## config.mk

```make
export PLATFORM = sky130hd
export DESIGN_NAME = bfloat16_div_seq
export DESIGN_NICKNAME = d
export VERILOG_FILES = /design/src/rtl/bfloat16_div_seq.sv
export SDC_FILE = /design/constraint.sdc
export NUM_CORES = 1
export LEC_CHECK = 0
export CAP_MARGIN = 10
export CELL_PAD_IN_SITES_DETAIL_PLACEMENT = 1
export CELL_PAD_IN_SITES_GLOBAL_PLACEMENT = 1
export CORE_UTILIZATION = 30
export CTS_CLUSTER_DIAMETER = 60
export DETAILED_ROUTE_END_ITERATION = 8
export PLACE_DENSITY_LB_ADDON = 0.3
export SKIP_LAST_GASP = 1
export SLEW_MARGIN = 20
export SYNTH_ARGS = -nofsm -noshare
export SYNTH_HDL_FRONTEND = slang
export SYNTH_SLANG_ARGS = --single-unit
```

## constraint.sdc

```tcl
create_clock -name clk -period 6.8 [get_ports clk]
set_clock_uncertainty 0.1 [all_clocks]
set_input_delay 1.02 -clock clk [delete_from_list [all_inputs] [get_ports clk]]
set_output_delay 1.02 -clock clk [all_outputs]
set_load 0.005 [all_outputs]
```

## src/rtl/bfloat16_div_seq.sv

```systemverilog
// Sequential bfloat16 divider: 9-step restoring mantissa division, truncating
// normalization, fixed 10-cycle latency from accept to done.
module bfloat16_div_seq (
  input  logic        clk,
  input  logic        rst,
  input  logic        start,
  input  logic [15:0] a,
  input  logic [15:0] b,
  output logic        busy,
  output logic        done,
  output logic [15:0] out,
  output logic        div_by_zero
);

  typedef enum logic [1:0] {S_IDLE, S_DIV, S_NORM} state_t;

  state_t      state, state_next;
  logic [3:0]  cnt;
  logic [15:0] a_r, b_r;
  logic [9:0]  rem;
  logic [8:0]  q;

  logic [7:0]  mb;
  logic        q_bit;
  logic [9:0]  rem_sub;
  logic [9:0]  e, e_m1;
  logic        sign;
  logic [15:0] result;

  always_ff @(posedge clk) begin
    if (rst) state <= S_IDLE;
    else     state <= state_next;
  end

  always_comb begin
    state_next = state;
    case (state)
      S_IDLE:  if (start) state_next = S_DIV;
      S_DIV:   if (cnt == 4'd8) state_next = S_NORM;
      S_NORM:  state_next = S_IDLE;
      default: state_next = S_IDLE;
    endcase
  end

  // Restoring step and result assembly; rem stays below 2*mb so 9 bits suffice.
  always_comb begin
    mb      = {1'b1, b_r[6:0]};
    q_bit   = (rem >= {2'b00, mb});
    rem_sub = q_bit ? (rem - {2'b00, mb}) : rem;
    e       = {2'b00, a_r[14:7]} - {2'b00, b_r[14:7]} + 10'd127;
    e_m1    = e - 10'd1;
    sign    = a_r[15] ^ b_r[15];
    if (b_r[14:7] == 8'h00)
      result = {sign, 8'hFF, 7'h00};
    else if (a_r[14:7] == 8'h00)
      result = {sign, 15'h0000};
    else if (q[8])
      result = {sign, e[7:0], q[7:1]};
    else
      result = {sign, e_m1[7:0], q[6:0]};
  end

  always_ff @(posedge clk) begin
    if (rst) begin
      busy        <= 1'b0;
      done        <= 1'b0;
      out         <= '0;
      div_by_zero <= 1'b0;
      cnt         <= '0;
      q           <= '0;
      rem         <= '0;
      a_r         <= '0;
      b_r         <= '0;
    end else begin
      busy <= (state_next != S_IDLE);
      done <= (state == S_NORM);
      case (state)
        S_IDLE: begin
          if (start) begin
            a_r <= a;
            b_r <= b;
            rem <= {2'b00, 1'b1, a[6:0]};
            q   <= '0;
            cnt <= '0;
          end
        end
        S_DIV: begin
          q   <= {q[7:0], q_bit};
          rem <= {rem_sub[8:0], 1'b0};
          cnt <= cnt + 4'd1;
        end
        S_NORM: begin
          out         <= result;
          div_by_zero <= (b_r[14:7] == 8'h00);
        end
        default: ;
      endcase
    end
  end

endmodule

```

# Word level (Yosys, flattened, before mapping)
# Cells that the tools add are included.
[op_classes]
addsub = 5
bitwise_logic = 1
n_reduce_logical = 7
eq_ne = 4
n_lt_le_gt_ge = 1
n_mux = 13
[op_table]
columns = ["cell", "count"]
rows = [
  ["15-bit two-way mux", 3],
  ["10-bit case mux with 2 select lines", 1],
  ["9-bit two-way mux", 2],
  ["9-bit case mux with 2 select lines", 1],
  ["8-bit zero test", 2],
  ["10-bit by 8-bit >= comparator with 1-bit output", 1],
  ["10-bit two-way mux", 1],
  ["9-bit by 8-bit subtractor with 9-bit output", 1],
  ["8-bit adder (second input constant)", 1],
  ["4-bit case mux with 2 select lines", 1],
  ["8-bit by 1-bit subtractor with 8-bit output (second input constant)", 1],
  ["8-bit subtractor", 1],
  ["4-bit by 1-bit adder with 4-bit output (second input constant)", 1],
  ["4-bit == test (second input constant)", 1],
  ["2-bit two-way mux", 2],
  ["4-bit two-way mux", 1],
  ["2-bit case mux with 2 select lines", 1],
  ["2-bit AND reduction", 2],
  ["2-bit nonzero test", 2],
  ["2-bit by 1-bit == test with 1-bit output (second input constant)", 1],
  ["2-bit == test (second input constant)", 1],
  ["2-bit zero test", 1],
  ["2-bit inequality test (second input constant)", 1],
  ["1-bit XOR", 1],
]
[totals]
reg_bits = 76
output_inout_bits = 19
in_bits = 35

# Logic depth before layout (Yosys ltp)
# Gate-level depths: netlist of run 1.
[depth]
depth_word = 6
mapped_depth = 11
depth_no_buf = 11

# Worst setup path after synthesis of run 1
# Ideal clock, no wire load.
[synth_timing]
path_type = "reg2reg"
start = "register b_r[8]"
end = "register out[14]"
path_slack_ns = 3.943
setup_ns = 0.079
t_arrival_ns = 2.678
n_path_buf = 0
stages_incl_launch_ff = 10
t_required_ns = 6.621
path_cell_list = "dfxtp_1 inv_1 ha_1 ha_1 fa_1 nor4_2 nand2_1 or3_4 or4b_1 o211ai_1"
[synth_between]
elab_chain_cells = 6
elab_cells_between_ends = 7
classes_between = "add/sub (3); mux (3); reduce/logical (1)"
[synth_lines]
columns = ["element", "line_no", "source"]
rows = [
  ["start, declared", "19", "logic [15:0] a_r, b_r;"],
  ["start signal, assigned", "73", "b_r <= '0;"],
  ["start signal, assigned", "81", "b_r <= b;"],
  ["8-bit subtractor", "50", "e = {2'b00, a_r[14:7]} - {2'b00, b_r[14:7]} + 10'd127;"],
  ["8-bit adder", "50", ""],
  ["8-bit by 1-bit subtractor with 8-bit output", "51", "e_m1 = e - 10'd1;"],
  ["15-bit two-way mux", "57", "else if (q[8])"],
  ["15-bit two-way mux", "55", "else if (a_r[14:7] == 8'h00)"],
  ["15-bit two-way mux *", "53", "if (b_r[14:7] == 8'h00)"],
  ["end signal, assigned", "93", "out <= result;"],
  ["end, declared", "11", "output logic [15:0] out,"],
]
# Mark *: on every way between the ends. The rest lies on a longest branch, timed or not.
# A chain may end at the register's enable or synchronous reset.

# Worst setup path in the final report of run 1
# Ends and elaborated chain as after synthesis.

==> results.md, run 1 <==
| Quantity | This run | Unit |
|---|---|---|
| Master of the slowest instance on the critical path | sky130_fd_sc_hd__fa_1 | - |
| Floorplan die width | 109 | µm |
| Worst Setup Slack, final | 3.76 | ns |
| Wire length of the first global-routing pass | 15,000 | µm |
| Async S/R FF share, synth | 0 | - |
| Number of global-route vias before repair | 3,160 | - |
| Post-Syn Nets | 463 | - |
| Cell-by-cell trace of the critical path | inv_1, ha_1, ha_1, fa_1, nor4_2, nand2_1, or3_4, or4b_1, o211ai_1 | - |
| Reg2reg start | b_r[8] | - |
| Number of max-cap violations | 0 | - |
| Source-to-sink clock delay at the later pin of the worst-skew pair | 0.34 | ns |
| Number of failing setup endpoints in the final timing report | 0 | - |
| Hold path startpoint | b_r[7] | - |
| Layout area overhead | 27.7 | % |
| Wire length reported by the detailed router | 9060 | µm |
| Fmax | 329 | MHz |
| RR Endpoint | out[14] | - |
| Placed cell count | 577 | - |
| Distinct cell type count of the synthesized netlist | 44 | - |
| Actual transition at the worst max-transition pin | 0.962 | ns |
| Number of cells in the finished layout apart from fillers | 593 | - |
| HPWL after detailed placement | 6450 | µm |
| Routed vias | 2,986 | - |
| Die area | 11,900 | µm² |
| Max-slew violation total from the final report | 0 | - |
| Cell seen most often among critical-path stages | sky130_fd_sc_hd__ha_1 | - |
| Via/cell ratio | 5.04 | - |
| Root cell of the clock tree | sky130_fd_sc_hd__clkbuf_16 | - |
| Slew Limit Headroom | 0.356 | - |
| Fraction of the yosys area taken by sequential cells | 0.403 | - |
| Worst setup path start | b_r[8] | - |
| Number of design rule violations left after detail routing | 0 | - |
| Sequential cell area | 1380 | µm² |
| Worst hold margin | 0.354 | ns |
| Static leakage power | 1.68 | nW |
| Placeable core region | 11,000 | µm² |
| Post-synthesis cell count | 403 | - |
| CTS clk-pin slew, worst paths | 0.06 | ns |
| IO Port Bufs | 53 | - |
| Worst reg-to-reg setup slack | 3.76 | ns |
| Synthesized flop and latch total | 69 | - |
| Detailed-route wire length per cell | 15.3 | µm |
| Max rail drop VDD | 0.0000969 | V |
| Primary FF master, synth | sky130_fd_sc_hd__dfxtp_1 | - |
| Critical path required time | 6.97 | ns |
| Nets | 508 | - |
| Antenna violations before repair | 0 | - |
| Placer's final routability congestion estimate | 0.764 | - |
| Inserted Clock Buffers | 9 | - |
| Number of setup buffers added after CTS | 0 | - |
| Number of buffers on the longest clock path | 2 | - |
| Remaining Overflow, GRT | 0 | - |
| Hold Path End | b_r[7] | - |
| Kind of start point of the critical path | flop | - |
| All-layer global routing usage | 0.167 | - |
| CTS tree | yes | - |
| Critical path fanouts, max | 3 | - |
| Count of flip-flops with a built-in enable after synthesis | 0 | - |
| Highest-count cells in the layout ignoring fill and taps | sky130_fd_sc_hd__dfxtp_1, sky130_fd_sc_hd__nand2_1, sky130_fd_sc_hd__clkdlybuf4s50_1 | - |
| Diode count | 0 | - |
| Initial DRC Count | 129 | - |
| Final worst-path cycle share | 0.448 | - |
| Total of hold buffers inserted after clock tree synthesis | 0 | - |
| Post-synthesis cell area | 3430 | µm² |
| Delay of the slowest cell on the worst path | 0.53 | ns |
| Power density over the cells | 265 | nW/µm² |
| Critical path capture point type | flop | - |
| Depth of the worst register-to-register path | 9 | - |
| Depth of the worst hold-timing path | 2 | - |
| Worst Setup Path Type | flop to flop | - |
| Initial core utilization | 0.312 | - |
| Drt pass-1 iters | 4 | - |
| Final Critical Period | 3.04 | ns |
| Synth Warn # | 0 | - |
| # H-tree levels | 3 | - |
| Antenna Nets Post-Route | 0 | - |
| Classification of the worst-slack hold path | flop to flop | - |
| Average instance area after synthesis | 8.51 | µm² |
| Sum of negative setup slack | 0 | ns |
| Outcome | finished, final reports clean | - |
| Number of failing hold endpoints at the final stage | 0 | - |
| Largest net degree at the start of global routing | 59 | - |
| Power, Total | 0.00116 | W |
| Share of cells above drive strength 1 | 0.0706 | - |
| Total clock sinks | 69 | - |
| Die Height | 109 | µm |
| Worst setup slack before clock tree synthesis | 3.53 | ns |
| Filler cells | 1,292 | - |
| Post-CTS sizing | 0 | - |
| Row cnt | 38 | - |
| Number of top-level design ports | 54 | - |
| Most frequent standard cell in the layout excluding fill and tap cells | sky130_fd_sc_hd__dfxtp_1 | - |
| Combined area of the multi-input logic cells | 1900 | µm² |
| Crit path arrival time | 3.21 | ns |
| RSZ-0062 raised after global routing | false | - |
## how the worst max path moves through the flow
stage                    to  slack (ns)  depth (start not counted)
global placement     cnt[2]        3.34                          7
detailed placement   cnt[3]        3.53                          7
finish              out[14]        3.76                          9
floorplan           out[14]        3.94                          9
global route        out[14]        3.61                          9
CTS                 out[14]        3.72                          9
## layout make-up
type | instances | area share
clock buffer | 13 | 0.0617
multi-input combinational | 294 | 0.434
tap | 140 | 0.0400
timing repair buffer | 54 | 0.122
sequential | 69 | 0.315
clock inverter | 3 | 0.00971
inverter | 20 | 0.0171
## registers in the layout (all words and copies together) (netlist names)
name / flops
done: 1
a_r: 9
b_r: 16
out: 16
div_by_zero: 1
busy: 1
q: 9
cnt: 4
state: 2
rem: 10
## power by group
part           leakage [nW]  total (W)  switching [W]  internal [W]
clock network         0.152   0.000493       0.000179      0.000313
logic                 0.970   0.000229       0.000128      0.000101
registers             0.563   0.000440      0.0000162      0.000423
## per-layer routing
metal / up-vias / track usage / share of wire
met1: 1426 / 0.192 / 0.45
met5: - / 0 / 0
met3: 11 / 0.0406 / 0.034
li1: 1504 / - / -
met2: 45 / 0.292 / 0.50
met4: 0 / 0.0724 / 0.018
## metrics by stage
| step | utilization | area (µm²) |
|---|---|---|
| 5_1_grt | 0.399 | 4380 |
| 2_1_floorplan | - | 3430 |
| 4_1_cts | 0.399 | 4380 |
| 3_5_place_dp | 0.370 | 4070 |
| 6_report | 0.399 | 4380 |
| 3_3_place_gp | 0.370 | 4060 |
## worst max-delay path: cells and delay by family, from the launching register on
family,cells,cell delay (ns)
flip-flops,1,0.32
AO/OA/AOI/OAI,1,0.10
AND/OR/NAND/NOR,4,1.34
buffers and inverters,1,0.06
adder cells (fa/ha/maj),3,1.04
## cells in the mapped netlist, drive strengths merged (5+ instances only)
master / number / area, µm²
dfxtp: 69 / 1380
nor2b: 5 / 31.3
nor2: 40 / 150
inv: 20 / 75.1
ha: 23 / 288
nand2b: 5 / 31.3
o21ai: 12 / 63.8
a221oi: 6 / 52.6
a22o: 11 / 96.3
a22oi: 9 / 67.6
nand2: 60 / 225
xnor2: 13 / 114
a211oi: 5 / 37.5
mux2: 7 / 78.8
a21oi: 40 / 204
nor4: 6 / 50.0
clkbuf: 16 / 60.1
nand3: 5 / 25.0
nor3: 8 / 45.0
## cell families (layout without fill, tap and decap cells)
group / count (synthesis) / count (layout) / share of synthesized area
AND/OR/NAND/NOR: 141 / 141 / 0.190
AO/OA/AOI/OAI: 101 / 101 / 0.192
flip-flops: 69 / 69 / 0.403
buffers and inverters: 40 / 90 / 0.0445
adder cells (fa/ha/maj): 25 / 25 / 0.0956
XOR/XNOR: 17 / 17 / 0.0434
multiplexers: 10 / 10 / 0.0317
(Power assumes the default switching activity.)
==> run 2: changes to the inputs <==
==> constraint.sdc (replaced) <==
create_clock -name clk -period 3.1 [get_ports clk]
set_clock_uncertainty 0.1 [all_clocks]
set_input_delay 0.465 -clock clk [delete_from_list [all_inputs] [get_ports clk]]
set_output_delay 0.465 -clock clk [all_outputs]
set_load 0.005 [all_outputs]
==> run 2 against run 1 <==
Core utilization up 0.28 points. Final cell count is 1.0% higher. Combinational power rose by 130%. Worst setup slack lost 3.6 ns. First-iteration DRC count shrank 47%. Global-route usage shrank 0.63 points. Fmax is 4.1% higher. Flip-flop and latch count is the same. Largest cell class unchanged.
==> results.md, run 2 (synthesis gave the netlist of run 1 again) <==
| Quantity | This run | Unit |
|---|---|---|
| Placed cell count | 583 | - |
| Post-CTS sizing | 0 | - |
| Wire length of the first global-routing pass | 14,700 | µm |
| Final Critical Period | 2.92 | ns |
| Routed vias | 3,006 | - |
| Detailed-route wire length per cell | 14.3 | µm |
| Wire length reported by the detailed router | 8580 | µm |
| Number of design rule violations left after detail routing | 0 | - |
| Final worst-path cycle share | 0.943 | - |
| Root cell of the clock tree | sky130_fd_sc_hd__clkbuf_16 | - |
| Total of hold buffers inserted after clock tree synthesis | 0 | - |
| RSZ-0062 raised after global routing | false | - |
| Outcome | finished, final reports clean | - |
| Power density over the cells | 566 | nW/µm² |
| Drt pass-1 iters | 4 | - |
| Total clock sinks | 69 | - |
| Largest net degree at the start of global routing | 39 | - |
| Max rail drop VDD | 0.000425 | V |
| Placeable core region | 11,000 | µm² |
| Sum of negative setup slack | 0 | ns |
| Critical path fanouts, max | 3 | - |
| Number of global-route vias before repair | 3,119 | - |
| All-layer global routing usage | 0.161 | - |
| Worst Setup Path Type | flop to flop | - |
| Critical path capture point type | flop | - |
| Number of setup buffers added after CTS | 0 | - |
| Number of failing setup endpoints in the final timing report | 0 | - |
| Die area | 11,900 | µm² |
| CTS clk-pin slew, worst paths | 0.06 | ns |
| Remaining Overflow, GRT | 0 | - |
| Antenna violations before repair | 0 | - |
| Die Height | 109 | µm |
| Number of top-level design ports | 54 | - |
| Kind of start point of the critical path | flop | - |
| Filler cells | 1,297 | - |
| # H-tree levels | 3 | - |
| Row cnt | 38 | - |
| Layout area overhead | 28.6 | % |
| CTS tree | yes | - |
| Share of cells above drive strength 1 | 0.0850 | - |
| Static leakage power | 1.71 | nW |
| Classification of the worst-slack hold path | flop to flop | - |
| Actual transition at the worst max-transition pin | 0.955 | ns |
| Initial DRC Count | 69 | - |
| Slew Limit Headroom | 0.361 | - |
| Source-to-sink clock delay at the later pin of the worst-skew pair | 0.33 | ns |
| Nets | 514 | - |
| Initial core utilization | 0.312 | - |
| Combined area of the multi-input logic cells | 1910 | µm² |
| Number of buffers on the longest clock path | 2 | - |
| Number of cells in the finished layout apart from fillers | 599 | - |
| Inserted Clock Buffers | 9 | - |
| Most frequent standard cell in the layout excluding fill and tap cells | sky130_fd_sc_hd__dfxtp_1 | - |
| Number of failing hold endpoints at the final stage | 0 | - |
| IO Port Bufs | 53 | - |
| Via/cell ratio | 5.02 | - |
| Top flop regs | b_r (16), out (16), rem (10) | - |
| Sequential cell area | 1380 | µm² |
| Placer's final routability congestion estimate | 0.838 | - |
| Critical path required time | 3.26 | ns |
| Fmax | 342 | MHz |
| HPWL after detailed placement | 6350 | µm |
| Max-slew violation total from the final report | 0 | - |
| Antenna Nets Post-Route | 0 | - |
| Highest-count cells in the layout ignoring fill and taps | sky130_fd_sc_hd__dfxtp_1, sky130_fd_sc_hd__nand2_1, sky130_fd_sc_hd__clkdlybuf4s50_1 | - |
| Floorplan die width | 109 | µm |
| Diode count | 0 | - |
| Crit path arrival time | 3.08 | ns |
| Number of max-cap violations | 0 | - |
## run 2: stage by stage
| step | hold WS (ns) | power, W | utilization | setup slack [ns] | instance area, µm² |
|---|---|---|---|---|---|
| 2_1_floorplan | 0.336 | 0.00134 | - | 0.243 | 3430 |
| 3_3_place_gp | 0.350 | 0.00148 | 0.374 | 0.176 | 4110 |
| 3_5_place_dp | 0.357 | 0.00149 | 0.374 | 0.0943 | 4110 |
| 4_1_cts | 0.364 | 0.00253 | 0.401 | 0.0905 | 4400 |
| 5_1_grt | 0.386 | 0.00264 | 0.402 | 0.0489 | 4410 |
| 6_report | 0.359 | 0.00250 | 0.402 | 0.176 | 4410 |
## run 2: final cells by class
type | instances | share of cell area
Multi-Input combinational cell | 294 | 0.433
Sequential cell | 69 | 0.313
Timing Repair Buffer | 60 | 0.131
Clock buffer | 11 | 0.0550
Tap cell | 140 | 0.0397
Inverter | 20 | 0.0170
Clock inverter | 5 | 0.0113
## run 2: critical path, stage by stage, from the launching register on
cell	delay, ns
sky130_fd_sc_hd__dfxtp_1	0.32
sky130_fd_sc_hd__inv_1	0.06
sky130_fd_sc_hd__ha_1	0.28
sky130_fd_sc_hd__ha_1	0.23
sky130_fd_sc_hd__fa_2	0.47
sky130_fd_sc_hd__nor4_4	0.27
sky130_fd_sc_hd__nand2_1	0.11
sky130_fd_sc_hd__or3_4	0.40
sky130_fd_sc_hd__or4b_1	0.51
sky130_fd_sc_hd__o211ai_1	0.10
## run 2: final timing paths
kind | startpoint | end | slack, ns | depth (start not counted)
min reg2reg | b_r[5] | b_r[5] | 0.36 | 2
min | b_r[5] | b_r[5] | 0.36 | 2
max reg2reg | b_r[8] | out[14] | 0.18 | 9
max | b_r[8] | out[14] | 0.18 | 9
## run 2: power by group
part / switching (W) / internal, W / total, W / leakage (nW)
Clock: 0.000379 / 0.000639 / 0.00102 / 0.149
Sequential: 0.0000318 / 0.000929 / 0.000960 / 0.563
Combinational: 0.000287 / 0.000231 / 0.000519 / 0.996
## run 2: metal layers
layer  part of all wire  vias up  wire, µm  GRT usage
met5                  0        -         0          0
met2               0.50       52      4310      0.287
li1                   -     1512         -          -
met4              0.011        0        95     0.0444
met1               0.45     1432      3820      0.184
met3              0.040       10       346     0.0490
